===== config.mk =====
export PLATFORM = sky130hd
export DESIGN_NAME = fpu_mul_arbiter_flat
export DESIGN_NICKNAME = d
export VERILOG_FILES = /design/src/rtl/fpu_mul_arbiter_pkg.sv /design/src/rtl/fpu_mul_arbiter_if.sv /design/src/rtl/fpu_mul_arbiter_rr_picker.sv /design/src/rtl/fpu_mul_arbiter.sv /design/src/flat_wrapper.sv
export SDC_FILE = /design/constraint.sdc
export NUM_CORES = 1
export LEC_CHECK = 0
export CAP_MARGIN = 40
export CELL_PAD_IN_SITES_DETAIL_PLACEMENT = 1
export CELL_PAD_IN_SITES_GLOBAL_PLACEMENT = 1
export CORE_MARGIN = 2
export CORE_UTILIZATION = 32
export DETAILED_ROUTE_END_ITERATION = 10
export GPL_TIMING_DRIVEN = 0
export PLACE_DENSITY_LB_ADDON = 0.08
export SYNTH_ARGS = -nofsm -noshare
export SYNTH_HDL_FRONTEND = slang
export SYNTH_HIERARCHICAL = 1
export SYNTH_SLANG_ARGS = --single-unit

===== constraint.sdc =====
create_clock -name clock -period 7.26 [get_ports clock]
set_clock_uncertainty 0.15 [all_clocks]
set_input_delay 1.452 -clock clock [delete_from_list [all_inputs] [get_ports clock]]
set_output_delay 1.452 -clock clock [all_outputs]
set_load 0.05 [all_outputs]

===== src/rtl/fpu_mul_arbiter_pkg.sv =====
// Shared types for the fpuMul arbiter: operand format, multiplier status and the arbiter states.
package fpu_mul_arbiter_pkg;

  typedef logic [15:0] fp16_t;

  typedef struct packed {
    logic Z;
    logic C;
    logic N;
    logic V;
  } condCode_t;

  typedef struct packed {
    logic invalid;
    logic overflow;
    logic underflow;
    logic inexact;
  } opStatusFlag_t;

  typedef enum logic [2:0] {
    ARB_IDLE,
    ARB_CLEAR,
    ARB_START,
    ARB_BUSY,
    ARB_RESP
  } fpuArbState_t;

endpackage


===== src/rtl/fpu_mul_arbiter_if.sv =====
// Requester, response and multiplier-side signals of the arbiter.
// The slave view belongs to the arbiter; the master view to the clients plus multiplier.
interface fpu_mul_arbiter_if
  import fpu_mul_arbiter_pkg::*;
#(
  parameter int  NREQ = 4,
  parameter type FP_T = fp16_t
) ();

  localparam int IDW = $clog2(NREQ);

  logic [NREQ-1:0] reqValid;
  logic [NREQ-1:0] reqReady;
  FP_T  [NREQ-1:0] reqIn1;
  FP_T  [NREQ-1:0] reqIn2;

  logic            rspValid;
  logic            rspReady;
  logic [IDW-1:0]  rspId;
  FP_T             rspOut;
  condCode_t       rspCondCodes;
  opStatusFlag_t   rspFlags;
  logic            rspErr;

  FP_T             mulIn1;
  FP_T             mulIn2;
  logic            mulStart;
  logic            mulReset;
  FP_T             mulOut;
  condCode_t       mulCondCodes;
  opStatusFlag_t   mulFlags;
  logic            mulDone;

  modport slave (
    input  reqValid, reqIn1, reqIn2, rspReady,
    input  mulOut, mulCondCodes, mulFlags, mulDone,
    output reqReady, rspValid, rspId, rspOut, rspCondCodes, rspFlags, rspErr,
    output mulIn1, mulIn2, mulStart, mulReset
  );

  modport master (
    output reqValid, reqIn1, reqIn2, rspReady,
    output mulOut, mulCondCodes, mulFlags, mulDone,
    input  reqReady, rspValid, rspId, rspOut, rspCondCodes, rspFlags, rspErr,
    input  mulIn1, mulIn2, mulStart, mulReset
  );

endinterface


===== src/rtl/fpu_mul_arbiter_rr_picker.sv =====
// Round-robin picker (fpuRRPicker): one-hot grant to the first valid requester after lastGrant.
module fpu_mul_arbiter_rr_picker #(
  parameter int NREQ = 4,
  parameter int IDW  = $clog2(NREQ)
) (
  input  logic [NREQ-1:0] i_req_valid,
  input  logic [IDW-1:0]  i_last_grant,
  output logic [NREQ-1:0] o_grant,
  output logic [IDW-1:0]  o_grant_id,
  output logic            o_any_req
);

  // One extra bit holds lastGrant+k before the modulo fold, so non-power-of-two NREQ works.
  logic [IDW:0]   w_sum;
  logic [IDW-1:0] w_idx;
  logic           w_found;

  always_comb begin
    o_grant    = '0;
    o_grant_id = '0;
    w_found    = 1'b0;
    w_sum      = '0;
    w_idx      = '0;
    for (int k = 1; k <= NREQ; k++) begin
      w_sum = {1'b0, i_last_grant} + (IDW+1)'(k);
      if (w_sum >= (IDW+1)'(NREQ)) w_sum = w_sum - (IDW+1)'(NREQ);
      w_idx = w_sum[IDW-1:0];
      if (!w_found && i_req_valid[w_idx]) begin
        w_found        = 1'b1;
        o_grant[w_idx] = 1'b1;
        o_grant_id     = w_idx;
      end
    end
  end

  assign o_any_req = w_found;

endmodule


===== src/rtl/fpu_mul_arbiter.sv =====
// Shares one fpuMul among NREQ requesters: grant, reset+start the multiplier, return its result.
// States: IDLE wait/grant | CLEAR mulReset pulse | START mulStart pulse | BUSY wait mulDone/timeout | RESP hold result
module fpu_mul_arbiter
  import fpu_mul_arbiter_pkg::*;
#(
  parameter type FP_T    = fp16_t,
  parameter int  NREQ    = 4,
  parameter int  TIMEOUT = 64,
  parameter int  IDW     = $clog2(NREQ)
) (
  input  logic                    clock,
  input  logic                    reset,
  fpu_mul_arbiter_if.slave        bus
);

  localparam int CW = $clog2(TIMEOUT + 1);

  fpuArbState_t    r_state;
  fpuArbState_t    w_state_next;

  logic [NREQ-1:0] w_grant;
  logic [IDW-1:0]  w_grant_id;
  logic            w_any_req;
  logic            w_handshake;
  logic            w_timeout;

  logic [IDW-1:0]  r_last_grant;
  logic [IDW-1:0]  r_op_id;
  FP_T             r_op_a;
  FP_T             r_op_b;
  logic [CW-1:0]   r_cnt;
  logic [CW-1:0]   w_cnt_inc;

  FP_T             r_rsp_out;
  condCode_t       r_rsp_cc;
  opStatusFlag_t   r_rsp_flags;
  logic            r_rsp_err;
  logic [IDW-1:0]  r_rsp_id;

  logic            r_mul_reset;
  logic            r_mul_start;

  fpu_mul_arbiter_rr_picker #(
    .NREQ (NREQ),
    .IDW  (IDW)
  ) u_rr_picker (
    .i_req_valid  (bus.reqValid),
    .i_last_grant (r_last_grant),
    .o_grant      (w_grant),
    .o_grant_id   (w_grant_id),
    .o_any_req    (w_any_req)
  );

  // The picker only grants valid requesters, so a grant in IDLE is always a handshake.
  assign w_handshake  = (r_state == ARB_IDLE) && !reset && w_any_req;
  assign bus.reqReady = w_handshake ? w_grant : '0;
  assign w_cnt_inc    = r_cnt + 1'b1;

  always_comb begin
    w_state_next = r_state;
    w_timeout    = 1'b0;
    case (r_state)
      ARB_IDLE:  if (w_handshake) w_state_next = ARB_CLEAR;
      ARB_CLEAR: w_state_next = ARB_START;
      ARB_START: w_state_next = ARB_BUSY;
      ARB_BUSY: begin
        if (bus.mulDone) begin
          w_state_next = ARB_RESP;
        end else if (w_cnt_inc == CW'(TIMEOUT)) begin
          w_timeout    = 1'b1;
          w_state_next = ARB_RESP;
        end
      end
      ARB_RESP:  if (bus.rspReady) w_state_next = ARB_IDLE;
      default:   w_state_next = ARB_IDLE;
    endcase
  end

  always_ff @(posedge clock or posedge reset) begin
    if (reset) begin
      r_state      <= ARB_IDLE;
      r_last_grant <= IDW'(NREQ - 1);
      r_op_id      <= '0;
      r_op_a       <= '0;
      r_op_b       <= '0;
      r_cnt        <= '0;
      r_rsp_out    <= '0;
      r_rsp_cc     <= '0;
      r_rsp_flags  <= '0;
      r_rsp_err    <= 1'b0;
      r_rsp_id     <= '0;
      r_mul_reset  <= 1'b0;
      r_mul_start  <= 1'b0;
    end else begin
      r_state     <= w_state_next;
      r_mul_reset <= (w_state_next == ARB_CLEAR);
      r_mul_start <= (w_state_next == ARB_START);

      if (w_handshake) begin
        r_last_grant <= w_grant_id;
        r_op_id      <= w_grant_id;
        r_op_a       <= bus.reqIn1[w_grant_id];
        r_op_b       <= bus.reqIn2[w_grant_id];
      end

      // Counter saturates at TIMEOUT; BUSY is always left by then.
      if (r_state == ARB_START) begin
        r_cnt <= '0;
      end else if (r_state == ARB_BUSY && r_cnt != CW'(TIMEOUT)) begin
        r_cnt <= w_cnt_inc;
      end

      if (r_state == ARB_BUSY && w_state_next == ARB_RESP) begin
        r_rsp_id  <= r_op_id;
        r_rsp_err <= w_timeout;
        if (w_timeout) begin
          r_rsp_out   <= '0;
          r_rsp_cc    <= '0;
          r_rsp_flags <= '0;
        end else begin
          r_rsp_out   <= bus.mulOut;
          r_rsp_cc    <= bus.mulCondCodes;
          r_rsp_flags <= bus.mulFlags;
        end
      end
    end
  end

  // The multiplier parks in DONE until reset, so it is also held in reset with the arbiter.
  assign bus.mulReset     = reset | r_mul_reset;
  assign bus.mulStart     = r_mul_start;
  assign bus.mulIn1       = r_op_a;
  assign bus.mulIn2       = r_op_b;

  assign bus.rspValid     = (r_state == ARB_RESP);
  assign bus.rspId        = r_rsp_id;
  assign bus.rspOut       = r_rsp_out;
  assign bus.rspCondCodes = r_rsp_cc;
  assign bus.rspFlags     = r_rsp_flags;
  assign bus.rspErr       = r_rsp_err;

endmodule


===== src/flat_wrapper.sv =====
// flat-port wrapper written by rule: the top's interface ports become plain ports
module fpu_mul_arbiter_flat import fpu_mul_arbiter_pkg::*;
#(
  parameter type FP_T    = fp16_t,
  parameter int  NREQ    = 4,
  parameter int  TIMEOUT = 64,
  parameter int  IDW     = $clog2(NREQ)
)
  (clock, reset, bus_reqValid, bus_reqIn1, bus_reqIn2, bus_rspReady, bus_mulOut, bus_mulCondCodes, bus_mulFlags, bus_mulDone, bus_reqReady, bus_rspValid, bus_rspId, bus_rspOut, bus_rspCondCodes, bus_rspFlags, bus_rspErr, bus_mulIn1, bus_mulIn2, bus_mulStart, bus_mulReset);
  fpu_mul_arbiter_if #(.NREQ(NREQ), .FP_T(FP_T)) bus_i ();
  input  logic clock;
  input  logic reset;
  input wire logic [$bits(bus_i.reqValid)-1:0] bus_reqValid;
  input wire logic [$bits(bus_i.reqIn1)-1:0] bus_reqIn1;
  input wire logic [$bits(bus_i.reqIn2)-1:0] bus_reqIn2;
  input wire logic [$bits(bus_i.rspReady)-1:0] bus_rspReady;
  input wire logic [$bits(bus_i.mulOut)-1:0] bus_mulOut;
  input wire logic [$bits(bus_i.mulCondCodes)-1:0] bus_mulCondCodes;
  input wire logic [$bits(bus_i.mulFlags)-1:0] bus_mulFlags;
  input wire logic [$bits(bus_i.mulDone)-1:0] bus_mulDone;
  output wire logic [$bits(bus_i.reqReady)-1:0] bus_reqReady;
  output wire logic [$bits(bus_i.rspValid)-1:0] bus_rspValid;
  output wire logic [$bits(bus_i.rspId)-1:0] bus_rspId;
  output wire logic [$bits(bus_i.rspOut)-1:0] bus_rspOut;
  output wire logic [$bits(bus_i.rspCondCodes)-1:0] bus_rspCondCodes;
  output wire logic [$bits(bus_i.rspFlags)-1:0] bus_rspFlags;
  output wire logic [$bits(bus_i.rspErr)-1:0] bus_rspErr;
  output wire logic [$bits(bus_i.mulIn1)-1:0] bus_mulIn1;
  output wire logic [$bits(bus_i.mulIn2)-1:0] bus_mulIn2;
  output wire logic [$bits(bus_i.mulStart)-1:0] bus_mulStart;
  output wire logic [$bits(bus_i.mulReset)-1:0] bus_mulReset;
  assign bus_i.reqValid = bus_reqValid;
  assign bus_i.reqIn1 = bus_reqIn1;
  assign bus_i.reqIn2 = bus_reqIn2;
  assign bus_i.rspReady = bus_rspReady;
  assign bus_i.mulOut = bus_mulOut;
  assign bus_i.mulCondCodes = bus_mulCondCodes;
  assign bus_i.mulFlags = bus_mulFlags;
  assign bus_i.mulDone = bus_mulDone;
  assign bus_reqReady = bus_i.reqReady;
  assign bus_rspValid = bus_i.rspValid;
  assign bus_rspId = bus_i.rspId;
  assign bus_rspOut = bus_i.rspOut;
  assign bus_rspCondCodes = bus_i.rspCondCodes;
  assign bus_rspFlags = bus_i.rspFlags;
  assign bus_rspErr = bus_i.rspErr;
  assign bus_mulIn1 = bus_i.mulIn1;
  assign bus_mulIn2 = bus_i.mulIn2;
  assign bus_mulStart = bus_i.mulStart;
  assign bus_mulReset = bus_i.mulReset;
  fpu_mul_arbiter #(.FP_T(FP_T), .NREQ(NREQ), .TIMEOUT(TIMEOUT), .IDW(IDW)) u_core (.clock(clock), .reset(reset), .bus(bus_i));
endmodule

======== Word level (Yosys, flattened, before mapping) ========
Index checks and enable logic that the tools add are counted.
word-level totals
  bits in registers ....................... 75
  latch bits .............................. 0
  RAM bits ................................ 0
  bits in read-only memories .............. 0
  bits of input ports ..................... 160
  output and inout port bits .............. 66
  word-level logic and storage cells ...... 121
  memories kept ........................... 0
cells by class
  add/subtract/negate cells ............... 9
  multipliers ............................. 0
  div/mod/pow operators ................... 0
  order comparisons ....................... 13
  eq/ne operators ......................... 9
  shifts and indexed selects .............. 0
  muxes and demuxes ....................... 50
  bitwise logic cells ..................... 4
  reduce and logical (&&, ||, !) cells .... 17
operators by type and width
  kind                                                               count
  binary-select mux 16 bit (select 2 bit)                            2
  2-to-1 mux 16 bit                                                  3
  2-to-1 mux 4 bit                                                   7
  2-to-1 mux 2 bit                                                   8
  < comparator 2 x 3 -> 1 bit, second input constant                 5
  2-to-1 mux 1 bit                                                   15
  one-hot mux 3 bit (5 select lines)                                 1
  2-to-1 mux 7 bit                                                   2
  greater-or-equal comparator 3 bit, second input constant           4
  2-to-1 mux 3 bit                                                   4
  OR 4 bit                                                           3
  logical AND 1 bit                                                  11
  == test 3 x 2 -> 1 bit, second input constant                      3
  binary-select mux 1 bit (select 2 bit)                             4
  demux 1 bit (select 2 bit)                                         4
  greater-or-equal comparator 2 x 1 -> 1 bit, second input constant  4
  subtractor 2 x 1 -> 2 bit, second input constant                   4
  adder 7 x 1 -> 7 bit, second input constant                        1
  == test 7 bit, second input constant                               1
  inequality test 7 bit, second input constant                       1
  adder 2 x 2 -> 3 bit, second input constant                        2
  == test 3 x 1 -> 1 bit, second input constant                      2
  == test 3 bit, second input constant                               2
  logical NOT 1 bit                                                  4
  other kinds (5)                                                    5

======== Depth between registers and ports, before layout ========
  depth in word-level cells ............... 20
  mapped depth ............................ 12
  mapped depth without buffers ............ 8

======== Hierarchy ========
Netlist, hierarchy kept.
modules (own cells, without submodules)
  module                     instances  cells each  area each (µm²)  sequential area each (µm²)
  fpu_mul_arbiter            1          264         3763.6           1879.3
  fpu_mul_arbiter_rr_picker  1          68          525.5            0.0

======== Worst setup path after synthesis ========
Ideal clock, no wire load.
  path type ............................... input-to-output
  start ................................... input port reset
  end ..................................... output port bus_reqReady[0]
  data arrival time ....................... 4.341 ns
  data required time ...................... 5.658 ns
  setup slack ............................. 1.317 ns
  stages on the path ...................... 5
  path buffers ............................ 2
  cells stage by stage .................... inv_1 > and4b_1 > clkbuf_1 > clkbuf_1 > and2_1
between the ends
  word-level cells in the longest chain between the ends .. 4
RTL lines
  item                             RTL line               source
  from (decl)                      flat_wrapper.sv:12     input logic reset;
  logical NOT 1 bit                fpu_mul_arbiter.sv:55  assign w_handshake = (r_state == ARB_IDLE) && !reset && w_any_req;
  logical AND 1 bit (2 in series)  fpu_mul_arbiter.sv:55
  2-to-1 mux 4 bit                 fpu_mul_arbiter.sv:56  assign bus.reqReady = w_handshake ? w_grant : '0;
  to (decl)                        flat_wrapper.sv:21     output wire logic [$bits(bus_i.reqReady)-1:0] bus_reqReady;
Every way passes these cells.

======== Worst setup path in the final report ========
  start ................................... input port reset
  end ..................................... output port bus_reqReady[2]
The elaborated chain is that of the path after synthesis.

==> results.sh <==
export IMPL_synthSimpleGateAreaFrac_pct=7.73
export IMPL_cts_resized=0
export IMPL_tritoncts="done"
export IMPL_multi_input_area_um2=2230
export IMPL_grt_pass1_vias=4187
export IMPL_place_area_um2=6770
export IMPL_yosysMostFrequentCell="dfrtp_1"
export IMPL_grt_pass1_wl_um=22400
export IMPL_worst_path_max_delay_cell="clkdlybuf4s50_1"
export IMPL_synth_fa_ha_area_share_pct=2.92
export IMPL_ys_seq_area_share_pct=43.8
export IMPL_place_gp_congestion=0.800
export IMPL_synth_seq_cells=75
export IMPL_port_buffers=223
export IMPL_fin_util_pct=53.7
export IMPL_cts_sinks=75
export IMPL_ant_nets=0
export IMPL_path_delay_family="buffers and inverters"
export IMPL_synth_fp_nets=502
export IMPL_highest_layer="met4"
export IMPL_track_usage_pct=20.3
export IMPL_core_area_um2=13200
export IMPL_intPower_mw=1.84
export IMPL_finalMaxSlewViolations=0
export IMPL_powerDensity_nw_per_um2=479
export IMPL_yosysWarnings=6
export IMPL_clk_path_buf_depth=2
export IMPL_vias=3763
export IMPL_synth_top_area_share_pct=42.6
export IMPL_htreeDepth=3
export IMPL_path_clk_slew_ns=0.06
export IMPL_timing_max_cap_violations=0
export IMPL_status="completed"
export IMPL_fillers=1373
export IMPL_num_rows=42
export IMPL_path_cells="clkdlybuf4s50_1 > inv_4 > buf_16 > and4b_1 > clkbuf_1 > clkbuf_1 > and2_1 > clkdlybuf4s50_1"
export IMPL_cts_setup_buffers=0
export IMPL_clkPwrFrac_pct=13.6
export IMPL_dp_hpwl_um=11500
export IMPL_die_area_um2=14300
export IMPL_wirelength_um=14300
export IMPL_wl_met3_um=980
export IMPL_min_path_type="flop to flop"
export IMPL_max_stage_delay_ns=0.80
export IMPL_rsz0062_at_grt="false"
export IMPL_antenna_found_initial=0
export IMPL_final_area_um2=7080
export IMPL_switching_power_mw=1.55
export IMPL_drt_vias_per_instance=5.03
export IMPL_worst_pin_slew_ns=0.771
export IMPL_synth_distinct_cells=54
export IMPL_async_flop_share_pct=100
export IMPL_clock_latency_ns=0.33
export IMPL_worst_setup_path_start_kind="input pin"
export IMPL_yosys_top_cells_count="dfrtp_1, mux2_2, mux4_2"
export IMPL_yosys_most_used_dff="dfrtp_1"
export IMPL_cp_max_fo=59
export IMPL_combPwrFrac_pct=64.3
export IMPL_syn_to_final_growth_pct=65.1
export IMPL_drive_gt1_share_pct=20.1
export IMPL_finalSetupViolations=0
export IMPL_die_h_um=120
export IMPL_avgSynthCellArea_um2=12.9
export IMPL_synth_edf_count=0
export IMPL_start_util_pct=32.5
export IMPL_slew_headroom_pct=47.9
export IMPL_muxShareOfSynthArea_pct=27.5
export IMPL_cts_hold_buf=0
export IMPL_cp_arrival_ns=4.35
export IMPL_setup_worst_path_class="input pin to output port"
export IMPL_fin_setup_tns_ns=0
export IMPL_netlist_instances=332
export IMPL_leakage_nw=2.81
export IMPL_synth_area_um2=4290
export IMPL_cts_buffers=9
export IMPL_synth_area_leaders="dfrtp_1, mux4_2, mux2_2"
export IMPL_dr_wl_met2_um=7710
export IMPL_pin_count=226
export IMPL_synth_area_leader_cell="dfrtp_1"
export IMPL_path_buf_inv=6
export IMPL_drt_pass1_iter_count=4
export IMPL_overflow=0
export IMPL_period_needed_ns=5.95
export IMPL_holdWs_ns=0.354
export IMPL_synth_xor_area_share_pct=0.408
export IMPL_hold_viol_final=0
export IMPL_p_seq_share_pct=22.1
export IMPL_ir_drop_mv=0.151
export IMPL_finalCritPeriodShare_pct=82.0
export IMPL_num_nets_final=737
export IMPL_required_ns=5.66
export IMPL_report_power_total_mw=3.39
export IMPL_clock_fmax_mhz=168
export IMPL_die_w_um=120
export IMPL_drc=0
export IMPL_clockRootBuffer="clkbuf_16"
export IMPL_insertedDiodeCount=0
export IMPL_synth_top_family_by_area="multiplexers"
export IMPL_dr_first_iter_drc_count=114
export IMPL_seq_area_um2=1880
export IMPL_met1_length_um=5320
export IMPL_wl_per_cell_um=19.2
export IMPL_grt_max_degree=60
export IMPL_switching_share_pct=45.7
export IMPL_crit_path_end_kind="output port"
export IMPL_synth_compound_area_share_pct=13.4
-- power groups by stage --
stage	sequential (mW)	clock, mW	combinational [mW]
6_report	0.750	0.461	2.18
5_1_grt	0.784	0.492	2.30
4_1_cts	0.753	0.473	2.21
3_5_place_dp	0.758	0	2.20
3_3_place_gp	0.743	0	2.17
2_1_floorplan	1.33	0	0.921
-- worst paths after layout --
kind,depth (start not counted),slack (ns),to,start
max in group asynchronous,3,5.06,u_core/r_last_grant[0],reset
setup / recovery,8,1.31,bus_reqReady[2],reset
hold / removal,1,0.35,u_core/bus.rspOut[5],u_core/bus.rspOut[5]
min in group asynchronous,2,1.29,u_core/r_mul_reset,reset
setup reg to reg,11,3.55,u_core/bus.mulIn2[4],u_core/r_last_grant[0]
hold reg to reg,1,0.35,u_core/bus.rspOut[5],u_core/bus.rspOut[5]
-- worst register-to-register path, delay by kind of cell (launching register included) --
| family | cells | cell delay [ns] |
|---|---|---|
| DFF | 1 | 0.64 |
| AOI/OAI and AO/OA | 3 | 0.48 |
| muxes | 2 | 0.70 |
| buffers and inverters | 5 | 1.33 |
| adders and majority gates | 1 | 0.31 |
-- layout by cell type (no fill, tap or decap), types with 3 or more instances in the layout --
cell type / Yosys / final
clkbuf_16: 0 / 9
nand2_1: 26 / 26
mux2i_1: 3 / 3
and2_1: 5 / 5
buf_2: 6 / 6
nand3_1: 3 / 3
mux2_2: 34 / 34
clkbuf_1: 8 / 8
buf_6: 5 / 5
nor2_1: 10 / 10
a31oi_1: 3 / 3
o21ai_1: 5 / 5
ha_1: 10 / 10
a21oi_1: 4 / 4
clkdlybuf4s50_1: 0 / 223
o21ai_0: 18 / 18
mux4_2: 33 / 33
a22o_1: 24 / 24
dfrtp_1: 73 / 73
nand2b_1: 3 / 3
or2_2: 3 / 3
inv_1: 14 / 13
a221o_1: 4 / 4
-- cells by family after synthesis --
logic type               after synthesis
adder cells (fa/ha/maj)               10
AND/OR/NAND/NOR                       65
AO/OA/AOI/OAI                         73
flip-flops                            75
XOR/XNOR                               2
buffers and inverters                 36
multiplexers                          71
-- per-stage QoR --
stage | worst slack (ns) | cells
after floorplan | 1.32 | 332
after global placement | -0.643 | 731
after detailed placement | 1.24 | 732
after CTS | 1.21 | 748
after global routing | 1.05 | 748
final | 1.31 | 748
-- flip-flops by register name, indices dropped and copies added, names as in the netlist --
register                 flops
u_core/bus.mulIn1           16
u_core/bus.mulIn2           16
u_core/bus.rspOut           16
u_core/r_cnt                 7
u_core/bus.rspCondCodes      4
u_core/bus.rspFlags          4
u_core/r_state               3
u_core/bus.rspId             2
u_core/r_last_grant          2
u_core/r_op_id               2
u_core/bus.mulStart          1
u_core/bus.rspErr            1
u_core/r_mul_reset           1
-- layout make-up --
class                   count  share of cell area (%)
flip-flops and latches     75                    26.5
clock inverters             6                    1.01
multi-input cells         221                    31.4
clock buffers              10                    3.37
plain buffers              21                    1.80
inverters                  15                   0.830
repair buffers            224                    31.9
well taps                 176                    3.11
-- layer usage --
| layer | vias to the layer above | global-route usage [%] |
|---|---|---|
| li1 | 1722 | - |
| met1 | 1886 | 22.0 |
| met2 | 136 | 37.7 |
| met3 | 19 | 5.42 |
| met4 | 0 | 7.43 |
| met5 | - | 0 |
No activity file was read; power rests on OpenSTA's default activity.
